[config.mk]
export PLATFORM = sky130hd
export DESIGN_NAME = serial_subtractor_flat
export DESIGN_NICKNAME = d
export VERILOG_FILES = /design/src/rtl/serial_subtractor_pkg.sv /design/src/rtl/serial_subtractor_if.sv /design/src/rtl/serial_subtractor_fs.sv /design/src/rtl/serial_subtractor.sv /design/src/flat_wrapper.sv
export SDC_FILE = /design/constraint.sdc
export NUM_CORES = 1
export LEC_CHECK = 0
export BUFFER_PORTS_ARGS = -buffer_cell sky130_fd_sc_hd__buf_2
export CORE_ASPECT_RATIO = 2
export CORE_MARGIN = 2
export CORE_UTILIZATION = 45
export CTS_CLUSTER_DIAMETER = 200
export CTS_CLUSTER_SIZE = 20
export DETAILED_ROUTE_END_ITERATION = 6
export PLACE_DENSITY = 0.67
export SLEW_MARGIN = 20
export SYNTH_ARGS = -nofsm -noshare
export SYNTH_HDL_FRONTEND = slang
export SYNTH_SLANG_ARGS = --single-unit
[constraint.sdc]
create_clock -name clk -period 1.9 [get_ports clk]
set_input_delay 0.475 -clock clk [delete_from_list [all_inputs] [get_ports clk]]
set_output_delay 0.475 -clock clk [all_outputs]
set_load 0.01 [all_outputs]
[src/rtl/serial_subtractor_pkg.sv]
// Shared definitions for the bit-serial arithmetic blocks: FSM state type and
// counter sizing helper.
package serial_arith_pkg;

    typedef enum logic [1:0] {
        IDLE  = 2'd0,
        SHIFT = 2'd1,
        DONE  = 2'd2
    } state_t;

    // Counter must hold 0..width inclusive.
    function automatic int unsigned cnt_width(input int unsigned width);
        return $clog2(width + 1);
    endfunction

endpackage

[src/rtl/serial_subtractor_if.sv]
// Start/ready/done operation bus of the serial subtractor.
interface serial_subtractor_if #(
    parameter int unsigned WIDTH = 8
);
    logic             start;
    logic [WIDTH-1:0] a;
    logic [WIDTH-1:0] b;
    logic             bin;
    logic             ready;
    logic             busy;
    logic             done;
    logic [WIDTH-1:0] diff;
    logic             bout;
    logic             ovf;

    modport master (
        output start, a, b, bin,
        input  ready, busy, done, diff, bout, ovf
    );

    modport slave (
        input  start, a, b, bin,
        output ready, busy, done, diff, bout, ovf
    );
endinterface

[src/rtl/serial_subtractor_fs.sv]
// Single-bit full subtractor cell: d = x - y - bi, with borrow-out bo.
module full_subtractor (
    input  logic x,
    input  logic y,
    input  logic bi,
    output logic d,
    output logic bo
);
    always_comb begin
        d  = x ^ y ^ bi;
        bo = (~x & y) | (~(x ^ y) & bi);
    end
endmodule

[src/rtl/serial_subtractor.sv]
// Bit-serial subtractor: computes a - b - bin LSB first through one full
// subtractor cell, one bit per clock, with registered results.
module serial_subtractor
    import serial_arith_pkg::*;
#(
    parameter int unsigned WIDTH = 8
) (
    input logic                clk,
    input logic                rst,
    serial_subtractor_if.slave bus
);
    localparam int unsigned CW = cnt_width(WIDTH);
    localparam logic [CW-1:0] LAST = CW'(WIDTH - 1);

    state_t           state;
    state_t           state_nx;
    logic [WIDTH-1:0] a_sh;
    logic [WIDTH-1:0] b_sh;
    logic [WIDTH-1:0] work;
    logic [CW-1:0]    cnt;
    logic             brw;
    logic             a_msb;
    logic             b_msb;
    logic             fs_d;
    logic             fs_bo;
    logic [WIDTH-1:0] diff_r;
    logic             bout_r;
    logic             ovf_r;

    full_subtractor u_fs (
        .x  (a_sh[0]),
        .y  (b_sh[0]),
        .bi (brw),
        .d  (fs_d),
        .bo (fs_bo)
    );

    always_ff @(posedge clk or posedge rst) begin
        if (rst) state <= IDLE;
        else     state <= state_nx;
    end

    always_comb begin
        state_nx = state;
        case (state)
            IDLE:    if (bus.start) state_nx = SHIFT;
            SHIFT:   if (cnt == LAST) state_nx = DONE;
            DONE:    state_nx = IDLE;
            default: state_nx = IDLE;
        endcase
    end

    always_ff @(posedge clk or posedge rst) begin
        if (rst) begin
            a_sh  <= '0;
            b_sh  <= '0;
            work  <= '0;
            cnt   <= '0;
            brw   <= 1'b0;
            a_msb <= 1'b0;
            b_msb <= 1'b0;
        end else if (state == IDLE && bus.start) begin
            a_sh  <= bus.a;
            b_sh  <= bus.b;
            brw   <= bus.bin;
            cnt   <= '0;
            a_msb <= bus.a[WIDTH-1];
            b_msb <= bus.b[WIDTH-1];
        end else if (state == SHIFT) begin
            work <= {fs_d, work[WIDTH-1:1]};
            brw  <= fs_bo;
            a_sh <= a_sh >> 1;
            b_sh <= b_sh >> 1;
            cnt  <= cnt + CW'(1);
        end
    end

    // Results are taken straight from the cell on the final SHIFT edge so
    // they land in the output registers on the same edge that enters DONE.
    always_ff @(posedge clk or posedge rst) begin
        if (rst) begin
            diff_r <= '0;
            bout_r <= 1'b0;
            ovf_r  <= 1'b0;
        end else if (state == SHIFT && cnt == LAST) begin
            diff_r <= {fs_d, work[WIDTH-1:1]};
            bout_r <= fs_bo;
            ovf_r  <= (a_msb != b_msb) && (fs_d != a_msb);
        end
    end

    assign bus.ready = (state == IDLE);
    assign bus.busy  = (state == SHIFT);
    assign bus.done  = (state == DONE);
    assign bus.diff  = diff_r;
    assign bus.bout  = bout_r;
    assign bus.ovf   = ovf_r;

endmodule

[src/flat_wrapper.sv]
// flat-port wrapper written by rule: the top's interface ports become plain ports
module serial_subtractor_flat import serial_arith_pkg::*;
#(
    parameter int unsigned WIDTH = 8
)
  (clk, rst, bus_start, bus_a, bus_b, bus_bin, bus_ready, bus_busy, bus_done, bus_diff, bus_bout, bus_ovf);
  serial_subtractor_if #(.WIDTH(WIDTH)) bus_i ();
  input logic clk;
  input logic rst;
  input wire logic [$bits(bus_i.start)-1:0] bus_start;
  input wire logic [$bits(bus_i.a)-1:0] bus_a;
  input wire logic [$bits(bus_i.b)-1:0] bus_b;
  input wire logic [$bits(bus_i.bin)-1:0] bus_bin;
  output wire logic [$bits(bus_i.ready)-1:0] bus_ready;
  output wire logic [$bits(bus_i.busy)-1:0] bus_busy;
  output wire logic [$bits(bus_i.done)-1:0] bus_done;
  output wire logic [$bits(bus_i.diff)-1:0] bus_diff;
  output wire logic [$bits(bus_i.bout)-1:0] bus_bout;
  output wire logic [$bits(bus_i.ovf)-1:0] bus_ovf;
  assign bus_i.start = bus_start;
  assign bus_i.a = bus_a;
  assign bus_i.b = bus_b;
  assign bus_i.bin = bus_bin;
  assign bus_ready = bus_i.ready;
  assign bus_busy = bus_i.busy;
  assign bus_done = bus_i.done;
  assign bus_diff = bus_i.diff;
  assign bus_bout = bus_i.bout;
  assign bus_ovf = bus_i.ovf;
  serial_subtractor #(.WIDTH(WIDTH)) u_core (.clk(clk), .rst(rst), .bus(bus_i));
endmodule
After elaboration in Yosys (flattened, before gate mapping)
Cells that the tools add are included.
- register bits: 43
- bits of input ports: 20
- output and inout port bits: 13
- logic and storage cells: 45
- add/subtract/negate cells: 1
- equal/unequal tests: 7
- mux-type cells: 11
- bitwise operators: 8
- reductions and logical operators: 7
- operators with widths (cell ; number):
    $mux W8 ; 4
    $mux W4 ; 2
    $add A4 B1 Y4 const B ; 1
    $eq A4 B3 Y1 const B ; 1
    $mux W2 ; 2
    $pmux W2 S2 ; 1
    $reduce_and A2 Y1 ; 2
    $logic_and A1 B1 Y1 ; 3
    $not A1 Y1 ; 3
    $and A1 B1 Y1 ; 2
    $eq A2 B1 Y1 const B ; 1
    $eq A2 B2 Y1 const B ; 1
    $logic_not A2 Y1 ; 1
    $mux W1 ; 2
    $ne A1 B1 Y1 ; 2
    $ne A2 B1 Y1 const B ; 1
    $ne A2 B2 Y1 const B ; 1
    $reduce_bool A2 Y1 ; 1
    $xor A1 B1 Y1 ; 2
    $or A1 B1 Y1 ; 1

Depth between registers and ports, before layout
- depth after elaboration: 6
- depth in mapped cells: 6
- depth with buffers taken out: 5

Cells and area by module
A second synthesis with hierarchy kept.
- cells, all modules: 159
- area, all modules: 1751.7 um2
- by module, submodules not included (module ; instances ; cells each ; area an instance (um2) ; sequential area each (um2)):
    serial_subtractor ; 1 ; 155 ; 1720.4 ; 1051.0
    full_subtractor ; 1 ; 4 ; 31.3 ; 0.0

Worst setup path before layout
OpenSTA, ideal clock, no wires.
- path type: register -> register
- start point: register u_core.a_sh[0]
- end point: register u_core.ovf_r, in the netlist u_core.bus.ovf
- arrival time: 1362 ps
- slack: 413 ps
- cell stages (with the launch flop): 5
- clock period less this slack: 1487 ps
- cell sequence: dfrtp_1 fa_1 nand2b_1 o22ai_1 mux2_2
- word-level cells in the longest chain between the ends: 4
- RTL lines (item ; line ; text):
    start, declared ; serial_subtractor.sv:17 ; logic [WIDTH-1:0] a_sh;
    start signal, assigned ; serial_subtractor.sv:63 ; a_sh <= bus.a;
    start signal, assigned ; serial_subtractor.sv:72 ; a_sh <= a_sh >> 1;
    $xor A1 B1 Y1 (2 in a row) ; serial_subtractor_fs.sv:10 ; d = x ^ y ^ bi;
    net u_core.fs_d ; serial_subtractor.sv:24 ; logic fs_d;
    $ne A1 B1 Y1 ; serial_subtractor.sv:88 ; ovf_r <= (a_msb != b_msb) && (fs_d != a_msb);
    $logic_and A1 B1 Y1 ; serial_subtractor.sv:88 ;
    end signal, assigned ; serial_subtractor.sv:88 ;
    end, declared ; serial_subtractor.sv:28 ; logic ovf_r;
The timed path passes the listed nets, and every way through them passes these cells.
A chain may end at the register's enable or synchronous reset.

Worst setup path in the final report
- start point: register u_core.state[1]
- end point: output bus_busy
- word-level cells in the longest chain between the ends: 1
- RTL lines (item ; line ; text):
    start, declared ; serial_subtractor.sv:15 ; state_t state;
    start signal, assigned ; serial_subtractor.sv:40 ; else state <= state_nx;
    $eq A2 B1 Y1 ; serial_subtractor.sv:93 ; assign bus.busy = (state == SHIFT);
    end, declared ; flat_wrapper.sv:15 ; output wire logic [$bits(bus_i.busy)-1:0] bus_busy;
Every way passes these cells.

==> metrics.txt <==
register share of total power=a little over two fifths; cell count after synthesis=160; largest net degree at the start of global routing=43; CTS Sinks=42; final worst-path cycle share=93.1%; average cell area after synthesis=11.1 um2; core area=around 3800 um2; Yosys Warn Count=0; Critical Path RT=1.42 ns; commonest non-fill, non-tap cell in the layout=nand2_1; # rows=32; post-synthesis sequential area ratio=around three fifths; Antenna Cells=0; H-tree levels=2; leak pwr=1.09 nW; Worst setup SP type=flop; Peak VDD IR=between 1000 and 1500 uV; fmax=between 0.5 and 0.6 GHz; most frequent cells in the layout=nand2_1 (53), dfrtp_1 (42), buf_2 (32); Slowest-stage cell, CP=dfrtp_1; Synth Register Bits=42; vias in the first global route=~1400; Nets=220; number of buffers created by CTS=5; GPL Wtd Cong=about 0.75; first-pass GRT wire length=6.23 mm; Clock power frac=between 10% and 20%; pwr dens=1650 nW/um2; clock transition time at the flip-flop clock pins of the worst setup and hold paths=0.07 ns; layout cell share with drive strength beyond 1=about a third; Iteration-0 DRC Markers=33; Mapped Area=about 1800 um2; Worst path top cell family by delay=flip-flops; fin area=2110 um2; met3 WL=about 150 um; worst path cell trace=nand2b_2, inv_4, buf_2; Worst path max stage delay=about 0.42 ns; Post-Route M1 WL=1.39 mm; routed wl met2=between 1.5 and 2 mm; CP Max Fanout=10; CP Buf/Inv Count=2; grt ovf=0; RSZ-0062 raised after global routing=false; Logic pwr share=around 39%; Die W=around 48 um; DRC errors left=0; final setup vio count=0; CTS tree=done; die area=around 4500 um2; Fin. Hold Viols=0; max_slew headroom=between 60% and 70%; later-pin clock latency in the skew report=just under 0.3 ns; NetSw=about 1.3 mW; Slew Viols, Final=0; initial antenna violation count=0; library cells used by synthesis=30; WL per Instance=roughly 14 um; Sw Ratio=between 30 and 40%; starting density of the core=46.3%; Final Total Pwr=approximately 3.5 mW; Setup WS pre-CTS=0.276 ns; Clock Skews=0.00552 ns; detailed placement HPWL=approximately 2.6 mm; Clock Tree Root=clkbuf_8; first-pass detailed-route iteration total=4; worst endpoint data arrival time=~1.3 ns; Internal Power=between 2 and 2.5 mW; Chip Height=93.0 um; Routed Wire Length=3.50 mm; status=finished, final reports clean; via count=1279; gr usage total=approximately 18%; post-route ant nets=0; IO buf count=32; final worst setup slack=roughly 0.13 ns; HP Class=in -> async; Bufs on Longest Clock Path=2; Area growth, synth to finish=18.5%; IO Count=33; max cap viols=0; DP Area=2020 um2; Worst Max-Slew Pin Slew=about 0.52 ns; Min Clock Period, post-route=about 1.8 ns; Crit Path Category=reg -> out; max layer used=met4; CP endpoint kind=output pin; setup_tns=0 ns; syn_nets=182; post-DR vias/cell=roughly 5
## cells in the mapped netlist
| cell | count | area [um2] |
|---|---|---|
| nand2_1 | 53 | 199 |
| ha_1 | 1 | 12.5 |
| inv_1 | 4 | 15.0 |
| fa_1 | 1 | 20.0 |
| nand2b_1 | 2 | 12.5 |
| nand3_1 | 1 | 5.00 |
| clkbuf_1 | 1 | 3.75 |
| a22oi_1 | 11 | 82.6 |
| buf_4 | 1 | 7.51 |
| buf_2 | 4 | 20.0 |
| a22o_1 | 2 | 17.5 |
| nor2b_1 | 1 | 6.26 |
| buf_6 | 2 | 22.5 |
| nor2_1 | 2 | 7.51 |
| inv_4 | 1 | 6.26 |
| a22oi_2 | 3 | 37.5 |
| nor2_8 | 1 | 20.0 |
| nor3b_2 | 1 | 12.5 |
| a21oi_1 | 2 | 10.0 |
| a21o_1 | 1 | 7.51 |
| o21ba_2 | 1 | 10.0 |
| a221o_1 | 1 | 10.0 |
| or3_1 | 1 | 6.26 |
| mux2_2 | 11 | 124 |
| o22ai_1 | 1 | 6.26 |
| o21bai_1 | 1 | 7.51 |
| o21ai_0 | 5 | 25.0 |
| nand3b_1 | 1 | 7.51 |
| o31ai_1 | 1 | 7.51 |
| dfrtp_1 | 42 | 1050 |
## per-stage QoR
step | instances | hold WS [ns] | utilization (%)
floorplan | 160 | 0.440 | -
global placement | 242 | 0.458 | 52.4
detailed placement | 242 | 0.463 | 52.4
CTS | 250 | 0.320 | 54.9
global route | 250 | 0.356 | 54.9
finish | 250 | 0.301 | 54.9
## metal layers
layer	GRT usage, %	up-vias
li1	-	614
met1	20.7	633
met2	31.3	27
met3	4.84	5
met4	5.95	0
met5	0	-
## cell families (layout without fill, tap and decap cells)
kind of cell	count (synthesis)	count (layout)	synth area share, %
simple gates	63	63	15.5
buf+inv	13	52	4.22
fa+ha+maj	2	2	1.83
mux	11	11	6.96
compound gates	29	29	12.4
flops	42	42	59.0
## power groups by stage
stage	logic (mW)	clock network, mW	registers (mW)
after floorplan	0.961	0	1.52
after global placement	1.33	0	1.51
after detailed placement	1.39	0	1.54
after CTS	1.40	0.601	1.52
after global routing	1.54	0.648	1.57
final	1.37	0.586	1.52
## sequential cells by signal, summed over array words and instances, names as in the netlist
signal / cells
u_core.a_msb: 1
u_core.brw: 1
u_core.bus.ovf: 1
u_core.bus.bout: 1
u_core.b_sh: 8
u_core.b_msb: 1
u_core.work: 7
u_core.a_sh: 8
u_core.bus.diff: 8
u_core.state: 2
u_core.cnt: 4
## tightest hold or removal path: stages
cell and delay (ns):
buf_2 0.10, inv_1 0.04, buf_4 0.44
## worst paths after layout
path | depth (start not counted) | endpoint | start | slack (ns)
min in group clk | 3 | u_core.b_sh[3] | bus_b[3] | 0.39
max reg2reg | 4 | u_core.bus.ovf | u_core.a_sh[0] | 0.27
max in group asynchronous | 3 | u_core.cnt[2] | rst | 1.24
max | 3 | bus_busy | u_core.state[1] | 0.13
min | 3 | u_core.a_sh[2] | rst | 0.30
min reg2reg | 2 | u_core.a_sh[5] | u_core.a_sh[5] | 0.48
## final cells by class
class | count | area [um2]
sequential | 42 | 1050
clock inverter | 1 | 5.00
tap | 51 | 63.8
inverter | 5 | 21.3
clock buffer | 7 | 86.3
multi-input combinational | 105 | 657
fill | 365 | 1730
timing repair buffer | 39 | 225
## repair_timing
action | 4_1_cts | 5_1_grt
gates resized for setup | 1 | 0
setup buffers | 0 | 0
hold buffers | 0 | 0
endpoints found under the setup margin | 1 | 0
Power figures use the tool's default switching activity.
